===== src/rtl/bfseq_pkg.sv =====
// Shared constants and types for the butterfly microcode sequencer.
package bfseq_pkg;

  localparam logic [3:0] OP_NOP    = 4'h0;
  localparam logic [3:0] OP_HALT   = 4'hF;
  localparam logic [3:0] FIRST_GPR = 4'd3;

  localparam logic [2:0] ST_IDLE  = 3'd0;
  localparam logic [2:0] ST_FETCH = 3'd1;
  localparam logic [2:0] ST_ISSUE = 3'd2;
  localparam logic [2:0] ST_EXEC  = 3'd3;
  localparam logic [2:0] ST_WB    = 3'd4;
  localparam logic [2:0] ST_DONE  = 3'd5;

  typedef struct packed {
    logic [3:0] op;
    logic [3:0] src_a;
    logic [3:0] src_b;
    logic [3:0] dest;
  } slot_t;

  function automatic logic is_alu_op(input logic [3:0] op);
    return (op != OP_NOP) && (op != OP_HALT);
  endfunction

endpackage


===== src/rtl/bfseq_decode.sv =====
// Combinational instruction decode: slot split, write enables and illegal-program detection.
module bfseq_decode
  import bfseq_pkg::*;
(
  input  logic [31:0] instr,
  output logic [3:0]  op1,
  output logic [3:0]  op2,
  output logic [3:0]  src1a,
  output logic [3:0]  src1b,
  output logic [3:0]  src2a,
  output logic [3:0]  src2b,
  output logic [3:0]  dest1,
  output logic [3:0]  dest2,
  output logic        halt,
  output logic        we1,
  output logic        we2,
  output logic        illegal
);

  slot_t s1, s2;
  logic  alu1, alu2, halt2, bad1, bad2, same_dest, raw;

  // A slot-1 HALT turns the whole instruction into a stop; slot 2 is then ignored.
  always_comb begin
    s1        = slot_t'(instr[31:16]);
    s2        = slot_t'(instr[15:0]);
    halt      = (s1.op == OP_HALT);
    alu1      = !halt && is_alu_op(s1.op);
    alu2      = !halt && is_alu_op(s2.op);
    halt2     = !halt && (s2.op == OP_HALT);
    bad1      = alu1 && (s1.dest < FIRST_GPR);
    bad2      = alu2 && (s2.dest < FIRST_GPR);
    same_dest = alu1 && alu2 && (s1.dest == s2.dest);
    raw       = alu1 && alu2 && ((s2.src_a == s1.dest) || (s2.src_b == s1.dest));
    we1       = alu1 && !bad1;
    we2       = alu2 && !bad2 && !same_dest;
    illegal   = bad1 || bad2 || same_dest || raw || halt2;
    op1       = alu1 ? s1.op : OP_NOP;
    op2       = alu2 ? s2.op : OP_NOP;
    src1a     = s1.src_a;
    src1b     = s1.src_b;
    src2a     = s2.src_a;
    src2b     = s2.src_b;
    dest1     = s1.dest;
    dest2     = s2.dest;
  end

endmodule


===== src/rtl/bfseq_ctrl.sv =====
// bfseq_ctrl: microcode sequencer driving the butterfly dual-port register file.
// Define BFSEQ_CYCLE_CNT_EN to add the saturating busy-cycle counter output 'cycles'.
module bfseq_ctrl
  import bfseq_pkg::*;
#(
  parameter int  N          = 8,
  parameter int  PROG_DEPTH = 32,
  parameter int  ALU_LAT    = 1,
  localparam int AW         = $clog2(PROG_DEPTH)
) (
  input  logic          clk,
  input  logic          rst_n,
  input  logic          start,
  output logic          busy,
  output logic          done,
  output logic          err,
  output logic [AW-1:0] imem_addr,
  input  logic [31:0]   imem_data,
  output logic [3:0]    R1addr1,
  output logic [3:0]    R1addr2,
  output logic [3:0]    R1addr3,
  output logic [3:0]    R2addr1,
  output logic [3:0]    R2addr2,
  output logic [3:0]    R2addr3,
  output logic [3:0]    op1,
  output logic [3:0]    op2,
  output logic          w1,
  output logic          w2
`ifdef BFSEQ_CYCLE_CNT_EN
  ,
  output logic [15:0]   cycles
`endif
);

  localparam int unsigned   LW       = $clog2(ALU_LAT + 1);
  localparam logic [LW-1:0] LAT_LAST = LW'(ALU_LAT - 1);
  localparam logic [AW-1:0] PC_LAST  = AW'(PROG_DEPTH - 1);

  if (N < 1 || ALU_LAT < 1 || PROG_DEPTH < 2) begin : g_bad_params
    $error("bfseq_ctrl: N, ALU_LAT must be >= 1 and PROG_DEPTH >= 2");
  end

  logic [2:0]    state;
  logic [AW-1:0] pc;
  logic [31:0]   ir;
  logic [LW-1:0] lat_cnt;
  logic [31:0]   cur_instr;
  logic [3:0]    d_op1, d_op2, d_s1a, d_s1b, d_s2a, d_s2b, d_d1, d_d2;
  logic          d_halt, d_we1, d_we2, d_illegal;
  logic          active;

  // During ISSUE the ROM word is decoded directly so sources appear that cycle.
  assign cur_instr = (state == ST_ISSUE) ? imem_data : ir;

  bfseq_decode u_decode (
    .instr   (cur_instr),
    .op1     (d_op1),
    .op2     (d_op2),
    .src1a   (d_s1a),
    .src1b   (d_s1b),
    .src2a   (d_s2a),
    .src2b   (d_s2b),
    .dest1   (d_d1),
    .dest2   (d_d2),
    .halt    (d_halt),
    .we1     (d_we1),
    .we2     (d_we2),
    .illegal (d_illegal)
  );

  always_ff @(posedge clk or negedge rst_n) begin
    if (!rst_n) begin
      state   <= ST_IDLE;
      pc      <= '0;
      ir      <= '0;
      lat_cnt <= '0;
      err     <= 1'b0;
    end else begin
      case (state)
        ST_IDLE: if (start) begin
          state <= ST_FETCH;
          pc    <= '0;
          err   <= 1'b0;
        end
        ST_FETCH: state <= ST_ISSUE;
        ST_ISSUE: begin
          ir      <= imem_data;
          lat_cnt <= '0;
          if (d_illegal) err <= 1'b1;
          state   <= d_halt ? ST_DONE : ST_EXEC;
        end
        ST_EXEC: begin
          if (lat_cnt == LAT_LAST) state <= ST_WB;
          else lat_cnt <= lat_cnt + LW'(1);
        end
        // The last ROM word finishes the program instead of wrapping pc.
        ST_WB: begin
          if (pc == PC_LAST) begin
            state <= ST_DONE;
          end else begin
            pc    <= pc + AW'(1);
            state <= ST_FETCH;
          end
        end
        ST_DONE: state <= ST_IDLE;
        default: state <= ST_IDLE;
      endcase
    end
  end

  assign active    = (state == ST_ISSUE) || (state == ST_EXEC) || (state == ST_WB);
  assign busy      = (state == ST_FETCH) || active;
  assign done      = (state == ST_DONE);
  assign imem_addr = pc;

  always_comb begin
    R1addr1 = '0;
    R1addr2 = '0;
    R1addr3 = '0;
    R2addr1 = '0;
    R2addr2 = '0;
    R2addr3 = '0;
    op1     = '0;
    op2     = '0;
    w1      = 1'b0;
    w2      = 1'b0;
    if (active) begin
      R1addr1 = d_s1a;
      R1addr2 = d_s1b;
      R2addr1 = d_s2a;
      R2addr2 = d_s2b;
      op1     = d_op1;
      op2     = d_op2;
    end
    if (state == ST_WB) begin
      R1addr3 = d_d1;
      R2addr3 = d_d2;
      w1      = d_we1;
      w2      = d_we2;
    end
  end

`ifdef BFSEQ_CYCLE_CNT_EN
  always_ff @(posedge clk or negedge rst_n) begin
    if (!rst_n) cycles <= '0;
    else if (state == ST_IDLE && start) cycles <= '0;
    else if (busy && cycles != 16'hFFFF) cycles <= cycles + 16'd1;
  end
`endif

endmodule

===== config.mk =====
export PLATFORM = sky130hd
export DESIGN_NAME = bfseq_ctrl
export DESIGN_NICKNAME = d
export VERILOG_FILES = /design/src/rtl/bfseq_pkg.sv /design/src/rtl/bfseq_decode.sv /design/src/rtl/bfseq_ctrl.sv
export SDC_FILE = /design/constraint.sdc
export NUM_CORES = 1
export LEC_CHECK = 0
export ABC_AREA = 1
export CAP_MARGIN = 20
export CELL_PAD_IN_SITES_DETAIL_PLACEMENT = 2
export CELL_PAD_IN_SITES_GLOBAL_PLACEMENT = 2
export CORE_MARGIN = 2
export CORE_UTILIZATION = 25
export DETAILED_ROUTE_END_ITERATION = 10
export PLACE_DENSITY_LB_ADDON = 0.3
export SLEW_MARGIN = 20
export SYNTH_ARGS = -nofsm -noshare
export SYNTH_HDL_FRONTEND = slang
export SYNTH_SLANG_ARGS = --single-unit
export TNS_END_PERCENT = 100

===== constraint.sdc =====
create_clock -name clk -period 2.5 [get_ports clk]
set_clock_uncertainty 0.05 [all_clocks]
set_input_delay 0.5 -clock clk [delete_from_list [all_inputs] [get_ports clk]]
set_output_delay 0.5 -clock clk [all_outputs]
set_load 0.1 [all_outputs]

Yosys cells after proc, flatten, opt, wreduce, memory -nomap -nowiden
Index checks and enable logic that the tools add are counted.
- magnitude comparators: 2
- add/sub/neg operators: 2
- reduce and logical (&&, ||, !) cells: 34
- eq/ne operators: 17
- multiplexer cells: 26
- operators by type and width (kind ; count):
    two-way mux 4 bit ; 10
    two-way mux 32 bit ; 1
    case mux 3 bit (5 select lines) ; 1
    logical AND 1 bit ; 13
    == test 4 bit ; 3
    two-way mux 3 bit ; 4
    two-way mux 5 bit ; 2
    case mux 5 bit (2 select lines) ; 1
    == test 4 bit, second input constant ; 2
    logical OR 1 bit ; 8
    < comparator 4 x 2 -> 1 bit, second input constant ; 2
    inequality test 2 bit, second input constant ; 4
    inequality test 4 bit, second input constant ; 2
    nonzero test 4 bit ; 2
    == test 3 x 2 -> 1 bit, second input constant ; 2
    == test 3 bit, second input constant ; 2
    AND reduction 3 bit ; 2
    nonzero test 2 bit ; 3
    adder 5 x 1 -> 5 bit, second input constant ; 1
    == test 5 bit, second input constant ; 1
    two-way mux 1 bit ; 5
    logical NOT 1 bit ; 4
    case mux 1 bit (2 select lines) ; 2
    == test 3 x 1 -> 1 bit, second input constant ; 1
    3 further kinds ; 3
- bits in registers: 42
- input bits: 35
- output and inout bits: 42
- logic and storage cells: 86

Depth between registers and ports, before layout
- depth after elaboration: 12
- mapped depth: 17
- gate-level depth less buffers: 16

Modules after synthesis
From an unflattened synthesis, not the netlist that was laid out.
- cell total of the unflattened synthesis: 405
- area, all modules: 2661.3 µm²
- by module, submodules not included (module ; area an instance (µm²) ; seq. area each (µm²) ; cells each ; instances):
    bfseq_ctrl ; 2008.2 ; 1026.0 ; 277 ; 1
    bfseq_decode ; 653.1 ; 0.0 ; 128 ; 1

Worst setup path before layout
Ideal clock, no wire load.
- path kind: reg-to-output
- start point: register state[1]
- end point: output R1addr1[2]
- path buffers: 1
- stages on the path, launching flop included: 7
- data required time: 1950 ps
- arrival time: 3503 ps
- path slack: -1553 ps
- cells stage by stage: dfrtp_1 -> nor2_1 -> inv_1 -> nor2_1 -> nor2_1 -> buf_2 -> a211oi_1
- word-level cells in the longest chain between the ends: 4
- elaborated cells on any way between the ends: 7
- classes of those cells: 3 x eq/ne; 2 x mux; 2 x reduce/logical
- RTL lines (item ; RTL line ; source):
    from (decl) ; bfseq_ctrl.sv:43 ; logic [2:0] state;
    from (signal assigned) ; bfseq_ctrl.sv:90 ; state <= d_halt ? ST_DONE : ST_EXEC;
    == test 3 x 2 -> 1 bit, on equally long branches ; bfseq_ctrl.sv:53, bfseq_ctrl.sv:111 ;
    logical OR 1 bit (2 in a row) ; bfseq_ctrl.sv:111 ; assign active = (state == ST_ISSUE) || (state == ST_EXEC) || (state == ST_WB);
    two-way mux 4 bit (*) ; bfseq_ctrl.sv:127 ; if (active) begin
    to (decl) ; bfseq_ctrl.sv:19 ; output logic [3:0] R1addr1,
Mark *: on every way between the ends. The rest lies on a longest branch, timed or not.

Worst setup path in the final report
- start point: register state[2]
- end point: output w2
- elaborated cells on any way between the ends: 23
- classes of those cells: 1 x order compare; 6 x eq/ne; 2 x mux; 14 x reduce/logical
- RTL lines (item ; RTL line ; source):
    == test 3 x 2 -> 1 bit ; bfseq_ctrl.sv:53 ; assign cur_instr = (state == ST_ISSUE) ? imem_data : ir;
    two-way mux 32 bit ; n/a ;
    named net cur_instr[19] ; bfseq_ctrl.sv:47 ; logic [31:0] cur_instr;
    == test 4 bit ; bfseq_decode.sv:33 ; same_dest = alu1 && alu2 && (s1.dest == s2.dest);
    logical AND 1 bit ; bfseq_decode.sv:33 ;
    logical NOT 1 bit ; bfseq_decode.sv:36 ; we2 = alu2 && !bad2 && !same_dest;
    logical AND 1 bit ; bfseq_decode.sv:36 ;
    two-way mux 1 bit ; bfseq_ctrl.sv:135 ; if (state == ST_WB) begin
    to (decl) ; bfseq_ctrl.sv:28 ; output logic w2
The timed path passes the listed nets, and every way through them passes these cells.

==> results.txt <==
The run finished, with violations left. The final reports fail on negative setup slack. The total routed wirelength is roughly 15000 um. Buffers inserted to repair hold after CTS numbered 0. For this run, design rule violations remaining after detail routing come to 0. The TritonCTS buffer count came out at 5.

The data arrival at the endpoint of the critical path came out at roughly 2.4 ns. TritonCTS built the clock tree. The count of mapped cells out of synthesis came out at 411. The count of vias placed by the detailed router came out at between 3000 and 4000. The met1 routed wirelength after detailed routing came out at a little under 6000 um. The insertion delay to the later sink of the worst-skew pair came out at 0.30 ns.

The overall track demand over capacity in global routing came out at slightly above 20%. Cells with a size suffix above 1 make up 43.16% of the layout. The number of endpoints with negative hold slack in the final report is 0. Among all flip-flop cells after synthesis, the most frequent one is sky130_fd_sc_hd__dfrtp_1. OpenSTA, run right after detailed placement, puts the worst setup slack at -0.3111 ns. After global routing the overflow that remains totals 0. The biggest area contributor in the post-synthesis netlist is sky130_fd_sc_hd__dfrtp_1. The critical path crosses 14 cells after its start point. The area occupied by registers is just over 1000 um2. The worst hold margin came out at 0.1420 ns. The number of nets in the synthesized netlist is roughly 450. The initial core utilization came out at between 20% and 30%. The period utilization is 117.2%. In the synthesized netlist, the cells that appear most often are sky130_fd_sc_hd__nand2_1 (144), sky130_fd_sc_hd__inv_1 (70), sky130_fd_sc_hd__nor2_1 (47).

The number of enable-type register cells in the synthesized netlist came out at 0. The detailed placement HPWL is roughly 8400 um. The detailed route wirelength on metal2 is approximately 8100 um. The fraction of post-synthesis cell area in the top cell type by area came out at between 30% and 40%. The area used by multi-input combinational logic is roughly 1800 um2.

The fmax is 0.3414 GHz. By area the synthesized netlist is led by sky130_fd_sc_hd__dfrtp_1 (37%), sky130_fd_sc_hd__nand2_1 (19%), sky130_fd_sc_hd__inv_1 (9.5%), sky130_fd_sc_hd__nor2_1 (6.3%), sky130_fd_sc_hd__o21ai_2 (3.2%). The routed length on met3 came out at 427 um.

The placed cell area is between 4000 and 5000 um2. The number of antenna diodes in the final layout is 0. The weighted congestion reported at the end of routability-driven placement is slightly below 0.8. The final net count is roughly 600. The cell depth of the worst flop-to-flop path is 19.

The worst setup path is captured at an output port. The die covers 11980 um2. The cell type of the slowest stage on the worst timing path is sky130_fd_sc_hd__dfrtp_1. Yosys printed 0 warnings.

The combined buffer and inverter count along the critical path came out at 4. Counting the fill cells in the layout gives about 1200. The boundary pin count is 77. The critical path goes through inv_2 > nand2_4 > nor2_4 > buf_12 > buf_8 > nand2_4 > nand2_4 > xnor2_1 > nand2_1 > nor2_2 > nand2_2 > nand3_4 > nor2_4 > buf_12. The clock tree buffer depth came out at 2. The min-delay analysis places its worst path in the category input port to asynchronous set/reset pin. In this run the mean area of a mapped cell was ~6.8 um2. The flip-flop and latch count after synthesis came out at between 40 and 50. The count of unique library cells instantiated by Yosys is 34. Setup repair after global routing could not meet its margin everywhere. The level count of the clock H-tree is 2.

The clock sink count is 41. The detailed-router iteration count before antenna repair came out at 4. During placement, the flow inserted port buffers numbering 76. The sort of element at the start of the critical path is a register. In the post-synthesis netlist, the cell with the most instances is sky130_fd_sc_hd__nand2_1.

The standard-cell row count came out at 38. The via count of the first global-routing pass came out at between 3000 and 4000. The via-per-instance ratio came out at between 4 and 5.

The area of the placeable core came out at approximately 11000 um2. In this run the worst setup path begins at state[2]. The fraction of registers with async set or reset after synthesis came out at 100.0%. The final antenna-violating net count came out at 0. The post-synthesis instance area came out at 2780 um2. The tree is rooted in a sky130_fd_sc_hd__clkbuf_8. The highest metal layer carrying signal wires in the routed design is met4. The height of the die came out at roughly 110 um. The routed design could run at a clock period as short as between 2 and 3 ns. The register clock-pin slew on the reported worst setup and hold paths came out at around 0.09 ns.

The maximum number of pins on one net before global-route repair is 24. Summing the sequential cell areas from Yosys gives a little under two fifths of the chip area. The number of antenna violations at the first check in global routing is 0.

The category of cells accounting for the largest share of critical-path delay is simple AND/OR/NAND/NOR gates. The number of slew-limit violations in the final report came out at 0. In this design, the stage delay of the slowest critical-path cell is 0.42 ns. The area overhead of the layout relative to synthesis came out at 87.67%.

Measured along the x axis, the die boundary spans between 100 and 150 um. By instance count, the cell type seen most on the critical path is sky130_fd_sc_hd__nand2_4. With fillers left out, the area of the finished cells amounts to 5218 um2. After layout, the worst setup slack is -0.4288 ns. The total setup violations reported at the end of the flow is 33.

The critical path is of the register to output port type. The first routing iteration left 115 violations. The transition time of the tightest slew-check pin is about 0.59 ns.

The worst slew slack as a fraction of its limit came out at just over 60%. The maximum net fanout on the critical path is 6. The first global-routing pass estimated ~19000 um of wire. The worst register-to-register path begins at state[2]. The count of maximum capacitance violations is 0.

The routed length per instance came out at roughly 21 um. For the worst setup path, the data required time is ~2.0 ns.
## per-layer routing
metal	vias to the layer above	global-route usage (%)
li1	1529	-
met1	1701	23.84
met2	72	38.84
met3	16	2.667
met4	0	3.526
met5	-	0
## state kept, by name (all words and copies together) (netlist names)
register   cells
err            1
imem_addr      5
ir            32
state          3
## layout by cell type, fill, tap and decap left out, types with 2 or more instances in the layout
master,n
sky130_fd_sc_hd__or2_2,7
sky130_fd_sc_hd__buf_4,73
sky130_fd_sc_hd__inv_1,62
sky130_fd_sc_hd__a21oi_1,10
sky130_fd_sc_hd__a211oi_4,8
sky130_fd_sc_hd__nor2_1,17
sky130_fd_sc_hd__dfrtp_1,39
sky130_fd_sc_hd__clkbuf_8,6
sky130_fd_sc_hd__buf_6,6
sky130_fd_sc_hd__inv_2,7
sky130_fd_sc_hd__ha_1,2
sky130_fd_sc_hd__nand2_4,7
sky130_fd_sc_hd__o21ai_2,10
sky130_fd_sc_hd__nand2_2,23
sky130_fd_sc_hd__buf_8,2
sky130_fd_sc_hd__nor2_2,9
sky130_fd_sc_hd__nand3_1,13
sky130_fd_sc_hd__dfrtp_2,2
sky130_fd_sc_hd__o21ai_0,5
sky130_fd_sc_hd__buf_12,41
sky130_fd_sc_hd__nand2_1,124
sky130_fd_sc_hd__nor3_1,3
sky130_fd_sc_hd__clkdlybuf4s50_1,33
sky130_fd_sc_hd__xor2_1,2
sky130_fd_sc_hd__nor2_4,28
sky130_fd_sc_hd__inv_4,3
sky130_fd_sc_hd__nand3_4,4
sky130_fd_sc_hd__o21ai_1,3
## worst register-to-register path: stages (launching register included)
cell	delay [ns]
sky130_fd_sc_hd__dfrtp_1	0.42
sky130_fd_sc_hd__inv_2	0.13
sky130_fd_sc_hd__nand2_4	0.07
sky130_fd_sc_hd__nor2_4	0.24
sky130_fd_sc_hd__buf_12	0.18
sky130_fd_sc_hd__buf_8	0.12
sky130_fd_sc_hd__buf_4	0.10
sky130_fd_sc_hd__nand2_1	0.05
sky130_fd_sc_hd__nand2_2	0.09
sky130_fd_sc_hd__buf_4	0.12
sky130_fd_sc_hd__buf_6	0.10
sky130_fd_sc_hd__nand2_1	0.06
sky130_fd_sc_hd__nand2_1	0.08
sky130_fd_sc_hd__nor2_1	0.05
sky130_fd_sc_hd__nand2_1	0.08
sky130_fd_sc_hd__nand2_1	0.06
sky130_fd_sc_hd__nand2_1	0.09
sky130_fd_sc_hd__nand3_2	0.12
sky130_fd_sc_hd__nand3_1	0.11
sky130_fd_sc_hd__nand2_1	0.06
## cells by family (layout without fill, tap and decap cells)
group | Yosys count | count (layout) | synth area share [%]
flops | 41 | 41 | 36.90
xor+xnor | 4 | 4 | 1.260
compound gates | 38 | 38 | 9.046
buf+inv | 85 | 237 | 14.22
fa+ha+maj | 2 | 2 | 0.8999
simple gates | 241 | 241 | 37.67
## repair_timing
action / 4_1_cts / 5_1_grt
cloned: 0 / 1
setup buffers: 4 / 21
gates resized for setup: 35 / 57
pin swaps: 4 / 29
endpoints found under the setup margin: 26 / 30
## worst paths after layout
path / to / slack (ns)
setup / recovery: w2 / -0.43
hold / removal: ir[22] / 0.14
setup reg to reg: err / 0.04
hold reg to reg: err / 0.46
max in group asynchronous: ir[18] / 1.72
min in group clk: err / 0.46
## cell type report
class / count / area share, %
Sequential cell: 41 / 19.71
Clock buffer: 7 / 1.655
Clock inverter: 1 / 0.5755
Tap cell: 140 / 3.357
Inverter: 72 / 5.324
Timing Repair Buffer: 157 / 35.01
Multi-Input combinational cell: 285 / 34.36
## per-stage QoR
step	setup TNS, ns	instances	utilization (%)
finish	-6.237	703	48.13
global route	-9.007	703	48.13
CTS	-2.145	682	44.74
detailed placement	-1.636	670	42.29
global placement	-0.7629	670	42.29
floorplan	-9.500	411	-
Power is not shown: default switching activity piles up to over one toggle a cycle in this logic, so the estimate is an artifact.
